==> src/rtl/store_lane_buffer_if.sv <==
// Store request and memory write-port handshakes of the store lane buffer.
// master drives requests and consumes memory writes; slave is the buffer itself.
interface store_lane_buffer_if #(
  parameter int DATA_W = 32,
  parameter int ADDR_W = 32
);
  localparam int BE_W = DATA_W / 8;

  logic              req_valid;
  logic              req_ready;
  logic [ADDR_W-1:0] req_addr;
  logic [1:0]        req_size;
  logic [DATA_W-1:0] req_data;

  logic              mem_valid;
  logic              mem_ready;
  logic [ADDR_W-1:0] mem_addr;
  logic [BE_W-1:0]   mem_be;
  logic [DATA_W-1:0] mem_wdata;

  modport master (
    output req_valid, req_addr, req_size, req_data, mem_ready,
    input  req_ready, mem_valid, mem_addr, mem_be, mem_wdata
  );

  modport slave (
    input  req_valid, req_addr, req_size, req_data, mem_ready,
    output req_ready, mem_valid, mem_addr, mem_be, mem_wdata
  );
endinterface

==> src/rtl/store_lane_buffer.sv <==
// Store path: alignment check, byte-lane steering and a DEPTH-entry FIFO to memory.
// Entries appear on mem_* one cycle after acceptance; req_ready drops only when full.
module store_lane_buffer #(
  parameter int DATA_W = 32,
  parameter int ADDR_W = 32,
  parameter int DEPTH  = 4
) (
  input  logic                   clk,
  input  logic                   reset_n,
  input  logic                   flush,
  store_lane_buffer_if.slave     bus,
  output logic                   exc_ades,
  output logic [ADDR_W-1:0]      exc_addr,
  output logic [$clog2(DEPTH):0] count
);
  localparam int BE_W  = DATA_W / 8;
  localparam int OFF_W = $clog2(BE_W);
  localparam int PTR_W = $clog2(DEPTH);
  localparam int CNT_W = PTR_W + 1;

  logic [OFF_W-1:0]  off;
  logic [3:0]        nbytes;
  logic              legal;
  logic [BE_W-1:0]   be_base;
  logic [BE_W-1:0]   be_new;
  logic [DATA_W-1:0] data_masked;
  logic [DATA_W-1:0] wdata_new;
  logic [ADDR_W-1:0] addr_new;
  logic              accept;
  logic              push;
  logic              pop;
  logic              reject;
  logic [PTR_W-1:0]  wr_ptr;
  logic [PTR_W-1:0]  rd_ptr;

  logic [ADDR_W-1:0] addr_mem  [DEPTH];
  logic [BE_W-1:0]   be_mem    [DEPTH];
  logic [DATA_W-1:0] wdata_mem [DEPTH];

  always_comb begin
    off    = bus.req_addr[OFF_W-1:0];
    nbytes = 4'd1 << bus.req_size;
    // size must fit the bus and the offset must be a multiple of the size
    legal  = (bus.req_size <= 2'(OFF_W)) &&
             ((off & OFF_W'(nbytes - 4'd1)) == '0);
    for (int i = 0; i < BE_W; i++) begin
      be_base[i]           = (4'(i) < nbytes);
      data_masked[8*i +: 8] = (4'(i) < nbytes) ? bus.req_data[8*i +: 8] : 8'h00;
    end
    be_new    = be_base << off;
    wdata_new = data_masked << {off, 3'b000};
    addr_new  = {bus.req_addr[ADDR_W-1:OFF_W], {OFF_W{1'b0}}};
  end

  assign bus.req_ready = (count != CNT_W'(DEPTH));
  assign bus.mem_valid = (count != '0);
  assign accept        = bus.req_valid & bus.req_ready;
  assign push          = accept & legal;
  assign reject        = accept & ~legal;
  assign pop           = bus.mem_valid & bus.mem_ready;

  // Gating on mem_valid keeps the port at zero when empty and after reset.
  assign bus.mem_addr  = bus.mem_valid ? addr_mem[rd_ptr]  : '0;
  assign bus.mem_be    = bus.mem_valid ? be_mem[rd_ptr]    : '0;
  assign bus.mem_wdata = bus.mem_valid ? wdata_mem[rd_ptr] : '0;

  always_ff @(posedge clk or negedge reset_n) begin
    if (!reset_n) begin
      wr_ptr   <= '0;
      rd_ptr   <= '0;
      count    <= '0;
      exc_ades <= 1'b0;
      exc_addr <= '0;
    end else begin
      exc_ades <= reject;
      if (reject) exc_addr <= bus.req_addr;
      if (flush) begin
        wr_ptr <= '0;
        rd_ptr <= '0;
        count  <= '0;
      end else begin
        if (push) wr_ptr <= wr_ptr + PTR_W'(1);
        if (pop)  rd_ptr <= rd_ptr + PTR_W'(1);
        count <= count + CNT_W'(push) - CNT_W'(pop);
      end
    end
  end

  // Storage needs no reset: nothing is visible unless count says so.
  always_ff @(posedge clk) begin
    if (push) begin
      addr_mem[wr_ptr]  <= addr_new;
      be_mem[wr_ptr]    <= be_new;
      wdata_mem[wr_ptr] <= wdata_new;
    end
  end
endmodule

==> src/flat_wrapper.sv <==
// flat-port wrapper written by rule: the top's interface ports become plain ports
module store_lane_buffer_flat 
#(
  parameter int DATA_W = 32,
  parameter int ADDR_W = 32,
  parameter int DEPTH  = 4
)
  (clk, reset_n, flush, exc_ades, exc_addr, count, bus_req_valid, bus_req_addr, bus_req_size, bus_req_data, bus_mem_ready, bus_req_ready, bus_mem_valid, bus_mem_addr, bus_mem_be, bus_mem_wdata);
  store_lane_buffer_if #(.DATA_W(DATA_W), .ADDR_W(ADDR_W)) bus_i ();
  input  logic clk;
  input  logic reset_n;
  input  logic flush;
  output logic exc_ades;
  output logic [ADDR_W-1:0] exc_addr;
  output logic [$clog2(DEPTH):0] count;
  input wire logic [$bits(bus_i.req_valid)-1:0] bus_req_valid;
  input wire logic [$bits(bus_i.req_addr)-1:0] bus_req_addr;
  input wire logic [$bits(bus_i.req_size)-1:0] bus_req_size;
  input wire logic [$bits(bus_i.req_data)-1:0] bus_req_data;
  input wire logic [$bits(bus_i.mem_ready)-1:0] bus_mem_ready;
  output wire logic [$bits(bus_i.req_ready)-1:0] bus_req_ready;
  output wire logic [$bits(bus_i.mem_valid)-1:0] bus_mem_valid;
  output wire logic [$bits(bus_i.mem_addr)-1:0] bus_mem_addr;
  output wire logic [$bits(bus_i.mem_be)-1:0] bus_mem_be;
  output wire logic [$bits(bus_i.mem_wdata)-1:0] bus_mem_wdata;
  assign bus_i.req_valid = bus_req_valid;
  assign bus_i.req_addr = bus_req_addr;
  assign bus_i.req_size = bus_req_size;
  assign bus_i.req_data = bus_req_data;
  assign bus_i.mem_ready = bus_mem_ready;
  assign bus_req_ready = bus_i.req_ready;
  assign bus_mem_valid = bus_i.mem_valid;
  assign bus_mem_addr = bus_i.mem_addr;
  assign bus_mem_be = bus_i.mem_be;
  assign bus_mem_wdata = bus_i.mem_wdata;
  store_lane_buffer #(.DATA_W(DATA_W), .ADDR_W(ADDR_W), .DEPTH(DEPTH)) u_core (.clk(clk), .reset_n(reset_n), .flush(flush), .bus(bus_i), .exc_ades(exc_ades), .exc_addr(exc_addr), .count(count));
endmodule
==> config.mk <==
export PLATFORM = sky130hd
export DESIGN_NAME = store_lane_buffer_flat
export DESIGN_NICKNAME = d
export VERILOG_FILES = /design/src/rtl/store_lane_buffer_if.sv /design/src/rtl/store_lane_buffer.sv /design/src/flat_wrapper.sv
export SDC_FILE = /design/constraint.sdc
export NUM_CORES = 1
export LEC_CHECK = 0
export ABC_AREA = 1
export CORE_MARGIN = 1
export CORE_UTILIZATION = 40
export CTS_BUF_LIST = sky130_fd_sc_hd__clkbuf_2
export DETAILED_ROUTE_END_ITERATION = 12
export PLACE_DENSITY = 0.76
export SLEW_MARGIN = 20
export SYNTH_ARGS = -nofsm -noshare
export SYNTH_HDL_FRONTEND = slang
export SYNTH_SLANG_ARGS = --single-unit
==> constraint.sdc <==
create_clock -name clk -period 4.3 [get_ports clk]
set_input_delay 0.43 -clock clk [delete_from_list [all_inputs] [get_ports clk]]
set_output_delay 0.43 -clock clk [all_outputs]
set_load 0.02 [all_outputs]
==> reports/metrics.yaml, run 1 <==
sta:
  fin_ws_ns: 0.437
  fin_crit_sh: 0.898
  setup_viol: 0
  worst_slew_pin_slew_ns: 0.989
  post-route-min-period_ns: 3.86
  rsz0062_at_grt: "no"
  maxSlewViolCount: 0
  hold_slack_ns: 0.220
  final-hold-violation-count: 0
  tns_ns: 0
  slew_headroom: 0.341
  fmax_mhz: 259
  clock_skew_ns: 0.0799
floorplan:
  rows: 64
  die_y_um: 179
  core_um2: 30700
  start_util: 0.408
  die_w_um: 179
  ios: 177
  dieArea_um2: 32000
placement:
  dpl.hpwl_mm: 18.1
  dp.cells: 1640
  place.port_buffers: 174
  place_ws_ns: 1.22
  routabilityCongestion: 0.873
clocking:
  cts_max_path_buffers: 3
  root_buffer: "clkbuf_2"
  clkSinkCount: 304
  numCtsBuffers: 73
  path_clk_slew_ns: 0.10
  clock_latency_ns: 0.84
  ctsResizeCount: 0
  tritoncts: "yes"
  htreeDepth: 3
  cts_setup_buffers: 0
pwr:
  leakagePower_nw: 5.70
  peakVddDrop_mv: 0.297
  p_per_area_nw_per_um2: 577
worst_hold_path:
  worstHoldStart: "flush"
  hold_class: "in2reg"
setup_path:
  arrival_ns: 3.43
  criticalPathCategory: "reg2out"
  required_ns: 3.87
  worstPathMaxFanout: 80
  startpoint_type: "flop"
  slowest_delay_ns: 0.68
  setup.worst_path.start: "u_core.rd_ptr[0]"
  cp_num_buf_inv: 3
  reg2reg_from: "u_core.count[1]"
  cpLargestDelayFamily: "buffers and inverters"
  crit_path_top_delay_cell: "clkdlybuf4s50_1"
  critPathCaptureType: "output pin"
  crit_chain: "clkinv_2 > buf_4 > o21ai_0 > a21oi_1 > clkdlybuf4s50_1"
  rrSetupSlack_ns: 2.03
yosys:
  synth_compound_area_frac: 0.0962
  async_reset_ff_frac: 0.132
  yosys_most_used_dff: "edfxtp_1"
  synth_seq_area_share: 0.713
  synthSimpleGateAreaFrac: 0.144
  synth_top_family_by_area: "simple AND/OR/NAND/NOR gates"
  synth_cell_types: 25
  synthAdderAreaFrac: 0.00759
  netlist_area_um2: 12500
  synth-seq-cells: 304
  yosysWarnings: 0
  avgSynthCellArea_um2: 11.2
  synth-edff-count: 264
  postSynthCellCount: 1122
  muxShareOfSynthArea: 0
  synthXorXnorAreaFrac: 0.00210
routing:
  vias: 9016
  drt-initial-drc-count: 717
  post_drt_via_cell_ratio: 5.08
  drtPass1Iterations: 5
  wl_mm: 30.4
  wire_per_inst_um: 17.1
  antenna_left: 0
  remaining_drc_errors: 0
global_route:
  antenna_found_initial: 1
  overflow: 0
  grt_pass1_vias: 8855
  grt_usage: 0.192
  grt_max_degree: 81
  grt_pass1_wl_mm: 46.4
cells_and_area:
  final_cells: 1776
  area_delta_synth_final_pct: 22.3
  fin_nets: 1398
  layout-drive-gt1-share: 0.0993
status:
  status: "completed"
run:
  maxCapViolCount: 0
routing by layer:
metal | GRT usage | share of wire | routed length (um) | up-vias
met1 | 0.230 | 0.41 | 12300 | 4373
met3 | 0.0500 | 0.071 | 2160 | 43
li1 | - | - | - | 4288
met4 | 0.0763 | 0.021 | 626 | 0
met5 | 0 | 0 | 0 | -
met2 | 0.328 | 0.50 | 15300 | 312
final cells by class:
| class | instances | area, um2 |
|---|---|---|
| clock inverters | 38 | 219 |
| clock buffers | 96 | 480 |
| repair buffers | 188 | 1890 |
| flip-flops and latches | 304 | 8930 |
| fillers | 2681 | 15400 |
| multi-input cells | 723 | 3170 |
| inverters | 30 | 115 |
| diodes | 1 | 2.50 |
| well taps | 396 | 495 |
cell usage after synthesis (3+ instances only):
library cell  instances  area (um2)
a21oi_1              68         340
nand2_2               3        18.8
o21ai_0             147         736
inv_1                25        93.8
buf_4                 9        67.6
clkbuf_1             26        97.6
edfxtp_1            264        7930
o22ai_1               7        43.8
dfrtp_1              40        1000
nor2_1              297        1110
buf_2                27         135
buf_6                 3        33.8
inv_2                 3        11.3
nand2_1             163         612
ha_1                  6        75.1
nand3_1               8        40.0
o21ai_1              14        70.1
flip-flops by register name, summed over array words and instances (netlist names):
| signal | cells |
|---|---|
| u_core.count | 3 |
| u_core.wdata_mem | 128 |
| u_core.rd_ptr | 2 |
| u_core.exc_addr | 32 |
| u_core.exc_ades | 1 |
| u_core.be_mem | 16 |
| u_core.wr_ptr | 2 |
| u_core.addr_mem | 120 |
what timing repair did:
action | 4_1_cts | 5_1_grt
hold endpoints to repair | 40 | 0
endpoints found under the setup margin | 0 | 0
hold buffers | 1 | 0
power by group:
part           internal, W  total (W)  switching (W)
logic              0.00132    0.00338        0.00206
clock network     0.000753    0.00189        0.00113
registers          0.00343    0.00357       0.000135
layout by cell type, fill, tap and decap left out, drive strengths merged:
cell and instances:
fa 1, nand3 8, o22ai 7, o21ai 161, inv 32, a21oi 68
dfrtp 40, bufinv 2, conb 2, nand2 168, nor2 297, diode 1
clkbuf 96, xor2 2, edfxtp 264, ha 6, clkinvlp 2, a22oi 2
buf 14, clkdlybuf4s50 173, xnor2 1, dlygate4sd3 1, clkinv 32
path summary, 6_finish.rpt:
path                                         end  cells after the start
max                                bus_mem_be[3]                      5
min in group asynchronous     u_core.exc_addr[1]                      2
max reg2reg                u_core.addr_mem[1][4]                      7
max in group asynchronous       u_core.rd_ptr[0]                      2
min reg2reg                   u_core.exc_addr[9]                      2
min                              u_core.count[1]                      2
metrics by stage:
step / total power (W) / util / cell area, um2
floorplan: 0.00547 / - / 12500
global route: 0.00935 / 0.499 / 15300
global placement: 0.00698 / 0.476 / 14600
CTS: 0.00893 / 0.499 / 15300
detailed placement: 0.00702 / 0.476 / 14600
finish: 0.00883 / 0.499 / 15300
logic make-up (layout without fill, tap and decap cells):
| logic type | after synthesis | count (layout) |
|---|---|---|
| simple gates | 473 | 473 |
| flops | 304 | 304 |
| compound gates | 238 | 238 |
| buf+inv | 96 | 352 |
| fa+ha+maj | 7 | 7 |
| xor+xnor | 3 | 3 |
| other cells | 1 | 3 |
Note: power is estimated with default switching activity, not from simulation.
==> run 2: changes to the inputs <==
- SLEW_MARGIN: 20 -> not set
==> results of run 2 <==
Same layout as run 1: the final DEF is identical, and so are final timing and power.
==> run 3: changes to the inputs <==
- CAP_MARGIN: not set -> 30
==> run 3 against run 2 <==
Fmax is 1.4% higher. Worst hold slack lost 0.14 ns. Clock power is essentially flat. Critical path type unchanged. Combinational power is essentially flat. Final area rose by 0.12%. Clock skew increased by 0.0050 ns. Critical path depth stayed put. Register-to-register slack lost 0.02 ns. Final cell count is 0.11% lower. First-iteration DRC count down 2.5%.
==> reports/metrics.yaml, run 3 (synthesis results as in run 1) <==
clocking:
  root_buffer: "clkbuf_2"
  tritoncts: "yes"
  clock_latency_ns: 0.81  # -0.03 ns
  htreeDepth: 3  # unchanged
  ctsResizeCount: 0  # unchanged
  numCtsBuffers: 73  # unchanged
  cts_hold_buffers: 2  # +1
  cts_setup_buffers: 0  # unchanged
  clkSinkCount: 304  # unchanged
  cts_max_path_buffers: 3  # unchanged
  path_clk_slew_ns: 0.10  # about the same
routing:
  wl_mm: 30.3  # -0.21%
  remaining_drc_errors: 0  # unchanged
  wire_per_inst_um: 17.1  # about the same
  antenna_left: 0  # unchanged
  post_drt_via_cell_ratio: 5.07  # about the same
  drt-initial-drc-count: 699  # -2.5%
  vias: 9000  # -0.18%
  drtPass1Iterations: 5  # unchanged
floorplan:
  dieArea_um2: 32000  # unchanged
  rows: 64  # unchanged
  die_w_um: 179  # unchanged
  ios: 177  # unchanged
  core_um2: 30700  # unchanged
  die_y_um: 179  # unchanged
  start_util: 0.408  # unchanged
cells_and_area:
  top_register: "u_core.wdata_mem"
  final_util: 0.500  # +0.000612
  most-common-layout-cells: "nor2_1, edfxtp_1, clkdlybuf4s50_1"
  fill_cells: 2688  # +0.26%
  area_delta_synth_final_pct: 22.4
  design_area_um2: 15300  # +0.12%
  final_cells: 1774  # -0.11%
  largest_reg_flops: 128  # unchanged
  fin_nets: 1400  # +0.14%
  layout-drive-gt1-share: 0.105  # +0.00523
  largestRegisters: "u_core.wdata_mem (128), u_core.addr_mem (120), u_core.exc_addr (32)"
  layout_commonest_cell: "nor2_1"
sta:
  clock_skew_ns: 0.0849  # +0.00504 ns
  maxSlewViolCount: 0  # unchanged
  final-hold-violation-count: 0  # unchanged
  tns_ns: 0  # unchanged
  rsz0062_at_grt: "no"
  fin_crit_sh: 0.886  # -0.0123
  worst_slew_pin_slew_ns: 0.873  # -0.116 ns
  fmax_mhz: 262  # +1.4%
  post-route-min-period_ns: 3.81  # -0.0528 ns
  setup_viol: 0  # unchanged
  slew_headroom: 0.418  # +0.0775
setup_path:
  required_ns: 3.87  # about the same
  criticalPathCategory: "reg2out"
  critPathCaptureType: "output pin"
  startpoint_type: "flop"
  rr_worst_depth: 7  # unchanged
  reg2reg_from: "u_core.count[1]"
  rrSetupSlack_ns: 2.01  # -0.02 ns
  worstPathMaxFanout: 80  # unchanged
  r2r_end: "u_core.addr_mem[1][4]"
  arrival_ns: 3.38  # -0.05 ns
global_route:
  grt_usage: 0.191  # -0.00108
  grt_pass1_wl_mm: 46.3  # -0.19%
  grt_max_degree: 81  # unchanged
  overflow: 0  # unchanged
  grt_pass1_vias: 8883  # +0.32%
  antenna_found_initial: 1  # unchanged
run:
  maxCapViolCount: 0  # unchanged
pwr:
  leakagePower_nw: 5.73  # +0.51%
  p_per_area_nw_per_um2: 575  # -0.25%
  peakVddDrop_mv: 0.310  # +4.4%
placement:
  place.port_buffers: 174  # unchanged
  dp.cells: 1641  # +0.061%
  dpl.hpwl_mm: 18.2  # +0.35%
  place_area_um2: 14600  # +0.14%
  routabilityCongestion: 0.873  # unchanged
worst_hold_path:
  hold_class: "in2async"
status:
  status: "completed"
-- run 3: cell count changes in the layout (fill, tap and decap cells not counted), sizes merged --
cell and delta:
clkbuf +5, clkinv -4, inv -3, clkinvlp -2, buf +1, dlygate4sd3 +1
-- run 3: critical path, stage by stage (launching register included) --
cell             delay (ns)
dfrtp_4                0.67
clkinv_2               0.10
buf_4                  0.57
o21ai_0                0.25
a21oi_1                0.28
clkdlybuf4s50_1        0.66
-- run 3: final cells by class --
type	instances	area [um2]	share of cell area
Inverter	30	115	0.00751
Sequential cell	304	8930	0.583
Multi-Input combinational cell	723	3170	0.207
Timing Repair Buffer	190	1920	0.126
Clock inverter	29	183	0.0119
Tap cell	396	495	0.0323
Clock buffer	101	505	0.0330
Antenna cell	1	2.50	0.000163
-- run 3: through the flow --
stage                     hold WS [ns]  total power [W]  setup WS, ns
after floorplan                  0.134          0.00547       -0.0907
after global routing            0.0352          0.00933         0.253
final                           0.0807          0.00882         0.490
after detailed placement         0.380          0.00703          1.21
after global placement           0.466          0.00698          1.25
after CTS                      0.00160          0.00891         0.411
-- run 3: how the worst max path moves through the flow --
stage,cells after the start,endpoint,slack [ns],from
2_1_floorplan,6,u_core.addr_mem[0][0],-0.09,u_core.count[1]
4_1_cts,5,bus_mem_wdata[27],0.41,u_core.rd_ptr[0]
5_1_grt,5,bus_mem_be[0],0.25,u_core.rd_ptr[0]
3_3_place_gp,7,u_core.addr_mem[1][1],1.25,bus_req_addr[0]
3_5_place_dp,7,u_core.exc_addr[30],1.21,bus_req_addr[1]
6_report,5,bus_mem_be[1],0.49,u_core.rd_ptr[0]
-- run 3: power breakdown --
group,leakage (nW),internal [W],switching (W)
clock,0.510,0.000767,0.00110
sequential,2.91,0.00343,0.000136
combinational,2.31,0.00132,0.00207
total,5.73,0.00552,0.00330
-- run 3: layer usage --
layer	GRT usage	routed length, um
met5	0	0
met2	0.325	15000
met4	0.0756	685
met3	0.0458	2200
met1	0.233	12400
